`src/rtl/rtl_arb_pkg.sv`:
```
// ---------------------------------------------------------------------------
// rtl_arb_pkg
// Shared definitions for the round-robin arbiter that feeds the RTL_unq1
// datapath: default sizing, the operand pair carried by one beat, and the
// modulo pointer increment used by both the picker and the top.
// ---------------------------------------------------------------------------
package rtl_arb_pkg;

    localparam int NUM_REQ_DEF = 3;
    localparam int WIDTH_DEF   = 5;

    // One beat worth of operands as presented to the datapath.
    typedef struct packed {
        logic [WIDTH_DEF-1:0] in1;
        logic [WIDTH_DEF-1:0] in2;
    } operand_t;

    // Increment an index and wrap it back to zero at n, so NUM_REQ need not
    // be a power of two.
    function automatic int unsigned next_ptr(input int unsigned k, input int unsigned n);
        return (k + 1 >= n) ? 0 : k + 1;
    endfunction

endpackage

```
`src/rtl/rtl_rr_arbiter_rr_pick.sv`:
```
// ---------------------------------------------------------------------------
// rr_pick
// Combinational round-robin selector. Starting at ptr_i it walks the request
// vector in wrap-around order and reports the first asserted index, which is
// the same result as rotate / priority-encode / unrotate.
// Ports:
//   req_i   in   NUM_REQ   request vector
//   ptr_i   in   ID_W      highest-priority index this cycle
//   pick_o  out  ID_W      selected index (0 when nothing is requesting)
//   any_o   out  1         at least one request is asserted
// ---------------------------------------------------------------------------
module rr_pick
    import rtl_arb_pkg::*;
#(
    parameter int NUM_REQ = NUM_REQ_DEF,
    parameter int ID_W    = $clog2(NUM_REQ_DEF)
) (
    input  logic [NUM_REQ-1:0] req_i,
    input  logic [ID_W-1:0]    ptr_i,
    output logic [ID_W-1:0]    pick_o,
    output logic               any_o
);

    logic            found;
    logic [ID_W-1:0] idx;

    // Visit ptr, ptr+1, ... (mod NUM_REQ) and latch the first requester seen;
    // later candidates are ignored once one has been found.
    always_comb begin
        pick_o = '0;
        found  = 1'b0;
        idx    = ptr_i;
        for (int off = 0; off < NUM_REQ; off++) begin
            if (!found && req_i[idx]) begin
                found  = 1'b1;
                pick_o = idx;
            end
            idx = ID_W'(next_ptr(32'(idx), NUM_REQ));
        end
    end

    assign any_o = |req_i;

endmodule

```
`src/rtl/rtl_rr_arbiter.sv`:
```
// ---------------------------------------------------------------------------
// rtl_rr_arbiter
// Round-robin arbiter sharing one RTL_unq1 datapath between NUM_REQ
// ready/valid requesters. A single registered output stage holds the winning
// beat together with the id of the requester it came from, so responses can
// be routed back.
// Ports:
//   CLK        in   1              clock, all state on posedge
//   RESET      in   1              synchronous, active-high reset
//   req_valid  in   NUM_REQ        per-requester valid
//   req_ready  out  NUM_REQ        per-requester ready (at most one bit set)
//   req_in1    in   NUM_REQ*WIDTH  operand 1, requester k at [k*WIDTH +: WIDTH]
//   req_in2    in   NUM_REQ*WIDTH  operand 2, same packing
//   out_valid  out  1              to datapath handshake_valid
//   out_ready  in   1              from datapath handshake_ready
//   out_in1    out  WIDTH          registered operand 1
//   out_in2    out  WIDTH          registered operand 2
//   out_id     out  ID_W           requester whose beat is in out_*
// ---------------------------------------------------------------------------
module rtl_rr_arbiter
    import rtl_arb_pkg::*;
#(
    parameter int  NUM_REQ = NUM_REQ_DEF,
    parameter int  WIDTH   = WIDTH_DEF,
    localparam int ID_W    = $clog2(NUM_REQ)
) (
    input  logic                     CLK,
    input  logic                     RESET,
    input  logic [NUM_REQ-1:0]       req_valid,
    output logic [NUM_REQ-1:0]       req_ready,
    input  logic [NUM_REQ*WIDTH-1:0] req_in1,
    input  logic [NUM_REQ*WIDTH-1:0] req_in2,
    output logic                     out_valid,
    input  logic                     out_ready,
    output logic [WIDTH-1:0]         out_in1,
    output logic [WIDTH-1:0]         out_in2,
    output logic [ID_W-1:0]          out_id
);

    logic             valid_q, valid_d;
    logic [WIDTH-1:0] in1_q, in1_d;
    logic [WIDTH-1:0] in2_q, in2_d;
    logic [ID_W-1:0]  id_q, id_d;
    logic [ID_W-1:0]  ptr_q, ptr_d;

    logic [ID_W-1:0]  pick;
    logic             any_valid;
    logic             can_load;
    logic             accept;
    logic [WIDTH-1:0] sel_in1;
    logic [WIDTH-1:0] sel_in2;

    rr_pick #(
        .NUM_REQ (NUM_REQ),
        .ID_W    (ID_W)
    ) u_pick (
        .req_i  (req_valid),
        .ptr_i  (ptr_q),
        .pick_o (pick),
        .any_o  (any_valid)
    );

    // The stage can take a new beat when it is empty or its current beat is
    // leaving this cycle; reset blocks every handshake in its own cycle.
    assign can_load = ~valid_q | out_ready;
    assign accept   = can_load & any_valid & ~RESET;

    // Ready goes only to the picked requester, and the same index steers that
    // requester's operands toward the stage.
    always_comb begin
        req_ready = '0;
        sel_in1   = '0;
        sel_in2   = '0;
        for (int k = 0; k < NUM_REQ; k++) begin
            if (pick == ID_W'(k)) begin
                req_ready[k] = accept;
                sel_in1      = req_in1[k*WIDTH +: WIDTH];
                sel_in2      = req_in2[k*WIDTH +: WIDTH];
            end
        end
    end

    // An accept overwrites the stage (covering drain-and-refill with no bubble)
    // and moves priority to the requester after the winner. A drain without a
    // refill only clears valid, so the last operands and id stay visible.
    always_comb begin
        valid_d = valid_q;
        in1_d   = in1_q;
        in2_d   = in2_q;
        id_d    = id_q;
        ptr_d   = ptr_q;
        if (accept) begin
            valid_d = 1'b1;
            in1_d   = sel_in1;
            in2_d   = sel_in2;
            id_d    = pick;
            ptr_d   = ID_W'(next_ptr(32'(pick), NUM_REQ));
        end else if (out_ready) begin
            valid_d = 1'b0;
        end
    end

    // Stage and pointer registers; reset drops any beat held in the stage.
    always_ff @(posedge CLK) begin
        if (RESET) begin
            valid_q <= 1'b0;
            in1_q   <= '0;
            in2_q   <= '0;
            id_q    <= '0;
            ptr_q   <= '0;
        end else begin
            valid_q <= valid_d;
            in1_q   <= in1_d;
            in2_q   <= in2_d;
            id_q    <= id_d;
            ptr_q   <= ptr_d;
        end
    end

    assign out_valid = valid_q;
    assign out_in1   = in1_q;
    assign out_in2   = in2_q;
    assign out_id    = id_q;

endmodule
```
`config.mk`:
```
export PLATFORM = sky130hd
export DESIGN_NAME = rtl_rr_arbiter
export DESIGN_NICKNAME = d
export VERILOG_FILES = /design/src/rtl/rtl_arb_pkg.sv /design/src/rtl/rtl_rr_arbiter_rr_pick.sv /design/src/rtl/rtl_rr_arbiter.sv
export SDC_FILE = /design/constraint.sdc
export NUM_CORES = 1
export LEC_CHECK = 0
export ABC_AREA = 1
export ABC_CLOCK_PERIOD_IN_PS = 1800
export CAP_MARGIN = 20
export CORE_MARGIN = 2
export CORE_UTILIZATION = 36
export CTS_BUF_LIST = sky130_fd_sc_hd__clkbuf_2
export DETAILED_ROUTE_END_ITERATION = 8
export PLACE_DENSITY = 0.78
export SLEW_MARGIN = 20
export SYNTH_ARGS = -nofsm -noshare
export SYNTH_HDL_FRONTEND = slang
export SYNTH_HIERARCHICAL = 1
export SYNTH_SLANG_ARGS = --single-unit
```
`constraint.sdc`:
```
create_clock -name CLK -period 1.8 [get_ports CLK]
set_clock_uncertainty 0.05 [all_clocks]
set_input_delay 0.45 -clock CLK [delete_from_list [all_inputs] [get_ports CLK]]
set_output_delay 0.45 -clock CLK [all_outputs]
set_load 0.05 [all_outputs]
```
==> results.cfg, run 1 <==
[detailed_routing]
first_pass_iters = 4
detailroute.via_count = 1240
routedWlPerCell_microns = 12.65
highest_layer = met4
dr_wl_met3_microns = 239
routed_via_density = 5.061
drt-met1-wl_microns = 1161
drt_first_iter_violations = 17
wl_met2_microns = 1602
drt.antenna.violating_nets = 0
wl_microns = 3099
route.detailed.drc = 0

[critical_path]
cp_top_family = simple AND/OR/NAND/NOR gates
critPathSlowestCell = sky130_fd_sc_hd__dlygate4sd2_1
crit_chain = dlygate4sd2_1, nand3_2, nand3_4, a31oi_2, nand2_2, nor2_2, nand2_2, clkinvlp_4, buf_12
crit_path_max_incr_delay_ps = 300
worst_r2r_path_depth = 13
kind_of_launch_point_of_the_worst_setup_path = input port
regToRegEndpoint = out_in1[4]
critPathBufInv = 3
path_depth = 9
critical_path_end_type = output port
cp_data_required_time_ps = 1300
setup.worst_path.start = req_valid[2]
cp_common_cell = sky130_fd_sc_hd__nand2_2
cp.arrival_ps = 1710
worst-setup-path-type = in2out
rr_startpoint = ptr_q[0]
ff2ff_setup_slack_ps = 60
timing.critical_path.fanout_max = 4
endpoint = req_ready[1]

[cells_and_area]
finalNetCount = 252
final_layout_size_suffix_gt1_share_pct = 31.16
syn_to_final_growth_pct = 77.18
n_antenna_cell = 0
final_core_utilization_pct = 67.83

[yosys]
synth.cells.most_frequent = sky130_fd_sc_hd__nand2_1 (67), sky130_fd_sc_hd__nand3_1 (34), sky130_fd_sc_hd__dfxtp_1 (15)
synth.top_cells.by_area = sky130_fd_sc_hd__dfxtp_1 (32%), sky130_fd_sc_hd__nand2_1 (27%), sky130_fd_sc_hd__nand3_1 (18%)
main_synth_ff_type = sky130_fd_sc_hd__dfxtp_1
async_flop_share_pct = 0
synth.top_cell.area_share_pct = 31.66
yosysWarningCount = 6
syn-num-nets = 186
synth_most_common_cell = sky130_fd_sc_hd__nand2_1
synthCells = 150
synth-edff-count = 0
synth_largest_area_cell = sky130_fd_sc_hd__dfxtp_1
ys_ff_latch = 15
post_synth.cell_area_avg_sq_um = 6.323
yosysSeqAreaShare_pct = 31.66
ys_types = 18
post_synth_instance_area_sq_um = 948.4

[placed_design]
hpwlAfterDp_microns = 2269
globalplace.congestion = 0.8469
placement.setup.worst_slack_ps = -730.9
port_buffer_count = 51

[timing]
final_period_demand_of_the_worst_path_ps = 2212
finalMaxSlewViolations = 0
final_number_of_setup_violating_endpoints = 3
min_period_over_period_pct = 122.9
timing.max_slew.rel_slack_pct = 74.53
post-route-worst-setup-slack_ps = -412.2
achievable-frequency_mhz = 452.0
number_of_hold_violations_in_the_final_report = 0
unrepaired_setup_endpoints_after_global_routing = yes
worst_slew_pin_slew_ps = 381.2

[outcome]
run_status = complete, but fails checks
failed_checks = negative setup slack

[floorplanning]
initial_core_util_pct = 38.28
placeableCoreArea_sq_mm = 0.002477
num_io_pins = 52
chipHeight_microns = 55.33
floorplan.rows = 18
die-area_sq_mm = 0.003061
fp.dieW_microns = 55.33

[pwr]
power.switching_uw = 630.4
combPwrFrac_pct = 57.3
p_int_uw = 768.3
power.clock.fraction_pct = 12.1
worst_ir_drop_vdd_mv = 0.7737
p_seq_share_pct = 30.5
leakagePower_uw = 0.0008067
switching_fraction_pct = 45.07
cellPowerDensity_mw_per_mm2 = 832.4

[cts]
clock_latency_ps = 290
cts.root.buffer_cell = sky130_fd_sc_hd__clkbuf_2
cts-buffers-inserted = 3
clk_transition_reported_paths_ps = 140
tritoncts = yes
hold_fix_buffer_count_after_cts = 0
clockBufferDepth = 2
cts_num_sinks = 15
ctsHtreeMaxLevel = 1

[grt]
globalRoute.totalOverflow = 0
gr-usage-all-layers_pct = 19.94
first_global_vias = 1204
grt_pass1_wl_microns = 5002
grt_max_degree = 15
grt_antenna_before_repair = 0

[worst_hold_path]
min-delay-path-class = reg2reg

[run]
drv.max_cap_violation_count = 0
[worst min path at each step]
stage,from,endpoint,depth (start not counted)
floorplan,ptr_q[1],ptr_q[1],2
global placement,out_id[1],out_id[1],2
detailed placement,out_in1[0],out_in1[0],2
CTS,out_id[0],out_id[0],2
global route,out_id[0],out_id[0],2
finish,out_in2[1],out_in2[1],2
[worst register-to-register path: cells and delay by family (launching register included)]
family                 cells  cell delay, ps
AO/OA/AOI/OAI              1             150
buffers and inverters      4             490
flip-flops                 1             410
AND/OR/NAND/NOR            8             610
[flip-flops by register name, indices dropped and copies added (netlist names)]
signal,flops
out_id,2
out_in1,5
ptr_q,2
out_in2,5
out_valid,1
[area by class of cell]
type / instances / area, sq um
clock buffers: 4 / 20.02
repair buffers: 67 / 640.6
flip-flops and latches: 15 / 307.8
multi-input cells: 119 / 606.8
inverters: 10 / 67.56
fillers: 228 / 797.0
well taps: 30 / 37.54
[per-layer routing]
layer	GRT usage, %	vias up
met3	6.323	12
li1	-	614
met4	6.620	0
met1	21.35	560
met5	0	-
met2	36.56	54
[power groups by stage]
stage / clock, uW / combinational [uW] / sequential, uW
2_1_floorplan: 0 / 328 / 572
3_3_place_gp: 0 / 725 / 430
3_5_place_dp: 0 / 741 / 431
4_1_cts: 172 / 759 / 426
5_1_grt: 186 / 863 / 434
6_report: 170 / 802 / 427
[metrics by stage]
step                      power [uW]  hold slack [ps]  TNS, ps  cells  cell area [sq um]
after floorplan                900.7            436.0   -290.6    150              999.7
after global placement          1155            384.4    -7132    238               1588
after detailed placement        1172            393.4    -7959    238               1588
after CTS                       1357            417.1    -1163    244               1630
after global routing            1484            433.4    -1859    245               1680
final                           1399            413.5    -1195    245               1680
[cell usage in the layout, fill, tap and decap left out, drive strengths merged]
| cell type | Yosys | layout |
|---|---|---|
| clkinvlp | 0 | 2 |
| inv | 9 | 8 |
| clkdlybuf4s50 | 0 | 32 |
| nand3 | 35 | 35 |
| nor2 | 8 | 8 |
| buf | 6 | 33 |
| dlygate4sd2 | 0 | 2 |
| nand2 | 70 | 70 |
| nand4 | 2 | 2 |
| a31oi | 1 | 1 |
| o211ai | 1 | 1 |
| dfxtp | 15 | 15 |
| clkbuf | 0 | 4 |
| a21oi | 2 | 2 |
[logic make-up after synthesis]
logic type / after synthesis / share of synthesized area, %
DFF: 15 / 31.66
AOI/OAI and AO/OA: 4 / 3.695
buffers and inverters: 16 / 11.08
and+or+nand+nor: 115 / 53.56
[repair_timing]
action / 4_1_cts / 5_1_grt
setup endpoints to repair: 13 / 13
pin swaps: 5 / 4
gates resized for setup: 11 / 11
gates cloned: 0 / 0
buffers inserted: 2 / 1
Power figures use the tool's default switching activity.
==> run 2: changes to the inputs <==
--- a/config.mk
+++ b/config.mk
@@ -11,6 +11,7 @@
 export CORE_MARGIN = 2
 export CORE_UTILIZATION = 36
 export CTS_BUF_LIST = sky130_fd_sc_hd__clkbuf_2
+export CTS_CLUSTER_SIZE = 40
 export DETAILED_ROUTE_END_ITERATION = 8
 export PLACE_DENSITY = 0.78
 export SLEW_MARGIN = 20
==> results of run 2 <==
Same layout as run 1: the final DEF is identical, and so are final timing and power.
==> run 3: changes to the inputs <==
--- a/config.mk
+++ b/config.mk
@@ -8,12 +8,13 @@
 export ABC_AREA = 1
 export ABC_CLOCK_PERIOD_IN_PS = 1800
 export CAP_MARGIN = 20
-export CORE_MARGIN = 2
 export CORE_UTILIZATION = 36
 export CTS_BUF_LIST = sky130_fd_sc_hd__clkbuf_2
 export CTS_CLUSTER_SIZE = 40
 export DETAILED_ROUTE_END_ITERATION = 8
+export GPL_TIMING_DRIVEN = 0
 export PLACE_DENSITY = 0.78
+export SKIP_LAST_GASP = 1
 export SLEW_MARGIN = 20
 export SYNTH_ARGS = -nofsm -noshare
 export SYNTH_HDL_FRONTEND = slang
==> results.cfg, run 3 (synthesized netlist as in run 1, its figures left out) <==
[pwr]
switching_fraction_pct = 44.70
leakagePower_uw = 0.0008483
cellPowerDensity_mw_per_mm2 = 823.5
power.clock.fraction_pct = 11.7
p_seq_share_pct = 30.0
worst_ir_drop_vdd_mv = 0.6275
combPwrFrac_pct = 58.3
p_int_uw = 782.3
power.switching_uw = 632.4
total_power_of_the_final_layout_uw = 1415

[timing]
unrepaired_setup_endpoints_after_global_routing = yes
timing.max_slew.rel_slack_pct = 66.76
finalMaxSlewViolations = 0
worst_slew_pin_slew_ps = 500.7
final_number_of_setup_violating_endpoints = 12
hold_ws_ps = 407.7
final_period_demand_of_the_worst_path_ps = 2388
number_of_hold_violations_in_the_final_report = 0
min_period_over_period_pct = 132.7
post-route-worst-setup-slack_ps = -587.8
achievable-frequency_mhz = 418.8

[outcome]
run_status = complete, but fails checks
failed_checks = negative setup slack

[detailed_routing]
first_pass_iters = 4
detailroute.via_count = 1272
route.detailed.drc = 0
drt_first_iter_violations = 17
routedWlPerCell_microns = 12.22
routed_via_density = 5.108
wl_microns = 3044
drt.antenna.violating_nets = 0

[run]
drv.max_cap_violation_count = 0

[cells_and_area]
post_layout_inst_area_sq_mm = 0.001718
most_used_cells_in_the_layout_excluding_fill_and_tap_cells = sky130_fd_sc_hd__nand2_1 (59), sky130_fd_sc_hd__clkdlybuf4s50_1 (32), sky130_fd_sc_hd__nand3_1 (31), sky130_fd_sc_hd__dlygate4sd2_1 (15), sky130_fd_sc_hd__dfxtp_1 (13)
syn_to_final_growth_pct = 81.13
finalNetCount = 256
nFillCells = 224
final_layout_size_suffix_gt1_share_pct = 27.40
n_antenna_cell = 0
final_common_cell = sky130_fd_sc_hd__nand2_1

[floorplanning]
die-area_sq_mm = 0.002844
floorplan.rows = 18
placeableCoreArea_sq_mm = 0.002477
num_io_pins = 52
fp.dieW_microns = 53.33
chipHeight_microns = 53.33
initial_core_util_pct = 38.28

[critical_path]
critPathSlowestCell = sky130_fd_sc_hd__dfxtp_4
setup.worst_path.start = ptr_q[0]
cp.arrival_ps = 1890
regToRegEndpoint = out_in1[2]
crit_path_max_incr_delay_ps = 410
worst-setup-path-type = reg2out
worst_r2r_path_depth = 13
crit_chain = nor2_4, nand2_2, nand3_2, clkinv_2, nand4_1, nand2_2, inv_2, buf_6, nor2_4, nand2_2, clkinvlp_4, buf_8
timing.critical_path.fanout_max = 7
cp_data_required_time_ps = 1300
endpoint = req_ready[1]
critPathBufInv = 5
cp_top_family = simple AND/OR/NAND/NOR gates
rr_startpoint = ptr_q[0]
ff2ff_setup_slack_ps = -40
kind_of_launch_point_of_the_worst_setup_path = register
critical_path_end_type = output port
cp_common_cell = sky130_fd_sc_hd__nand2_2
path_depth = 12

[placed_design]
hpwlAfterDp_microns = 2053
placed_cell_area_sq_mm = 0.001548
placement.setup.worst_slack_ps = -1677
port_buffer_count = 51
globalplace.congestion = 0.7889

[cts]
cts_num_sinks = 15
tritoncts = yes
hold_fix_buffer_count_after_cts = 0
clockBufferDepth = 2
clock_latency_ps = 290
clk_transition_reported_paths_ps = 150
cts-buffers-inserted = 3
cts.root.buffer_cell = sky130_fd_sc_hd__clkbuf_2
ctsHtreeMaxLevel = 1

[grt]
grt_antenna_before_repair = 0
grt_max_degree = 11
gr-usage-all-layers_pct = 23.44
grt_pass1_wl_microns = 4712
globalRoute.totalOverflow = 0
first_global_vias = 1198

[worst_hold_path]
min-delay-path-class = reg2reg
hold_path_startpoint = out_in1[4]
==> run 3: cell count changes in the layout (fill, tap and decap cells not counted), moves of 2 or more <==
| cell | before | now |
|---|---|---|
| sky130_fd_sc_hd__buf_12 | 4 | 0 |
| sky130_fd_sc_hd__buf_4 | 27 | 12 |
| sky130_fd_sc_hd__buf_6 | 0 | 8 |
| sky130_fd_sc_hd__buf_8 | 1 | 3 |
| sky130_fd_sc_hd__dlygate4sd2_1 | 2 | 15 |
| sky130_fd_sc_hd__nand3_2 | 2 | 4 |
==> run 3: how the worst min path moves through the flow <==
stage,end,slack [ps],cells after the start
2_1_floorplan,ptr_q[1],440,2
3_3_place_gp,out_id[1],380,2
3_5_place_dp,out_in1[4],390,2
4_1_cts,out_in1[4],410,2
5_1_grt,out_in1[3],440,2
6_report,out_in1[4],410,2
==> run 3: per-layer routing <==
metal  global-route usage (%)  vias up  routed length [microns]
met5                        0        -                        0
met4                    14.91        0                       97
met3                    6.322       13                      300
met2                    42.08       63                     1494
met1                    23.34      573                     1152
li1                         -      623                        -
==> run 3: power groups by stage <==
stage          clock [uW]  combinational [uW]  sequential (uW)
3_5_place_dp            0                 717              429
5_1_grt               182                 885              429
3_3_place_gp            0                 707              428
4_1_cts               170                 777              423
2_1_floorplan           0                 328              572
6_report              166                 824              425
==> run 3: metrics by stage <==
stage,TNS [ps],cells,utilization [%]
after floorplan,-290.6,150,-
after global placement,-11520,231,62.47
after detailed placement,-12250,231,62.47
after CTS,-1464,245,67.32
after global routing,-3494,249,69.34
final,-1950,249,69.34
==> run 3: layout make-up <==
class	instances	area [sq um]	area share [%]
Sequential cell	15	307.8	17.92
Tap cell	30	37.54	2.185
Buffer	6	67.56	3.933
Multi-Input combinational cell	119	606.8	35.32
Timing Repair Buffer	65	614.3	35.76
Clock buffer	4	20.02	1.165
Inverter	10	63.81	3.714
==> run 3: timing repair <==
item / in CTS / in global routing
setup buffers: 11 / 4
gates cloned: 0 / 0
endpoints found under the setup margin: 30 / 13
pin swaps: 5 / 5
gates resized for setup: 54 / 5
==> run 3: worst register-to-register path, cell delays in order, from the launching register on <==
cell and delay, ps:
sky130_fd_sc_hd__dfxtp_4 410, sky130_fd_sc_hd__nor2_4 140, sky130_fd_sc_hd__nand2_2 80, sky130_fd_sc_hd__nand3_2 100
sky130_fd_sc_hd__clkinv_2 70, sky130_fd_sc_hd__nand4_1 120, sky130_fd_sc_hd__nand2_2 110, sky130_fd_sc_hd__buf_4 160
sky130_fd_sc_hd__buf_6 110, sky130_fd_sc_hd__buf_6 130, sky130_fd_sc_hd__nand3_1 80, sky130_fd_sc_hd__nand3_1 70
sky130_fd_sc_hd__nand2_1 50, sky130_fd_sc_hd__nand2_1 50
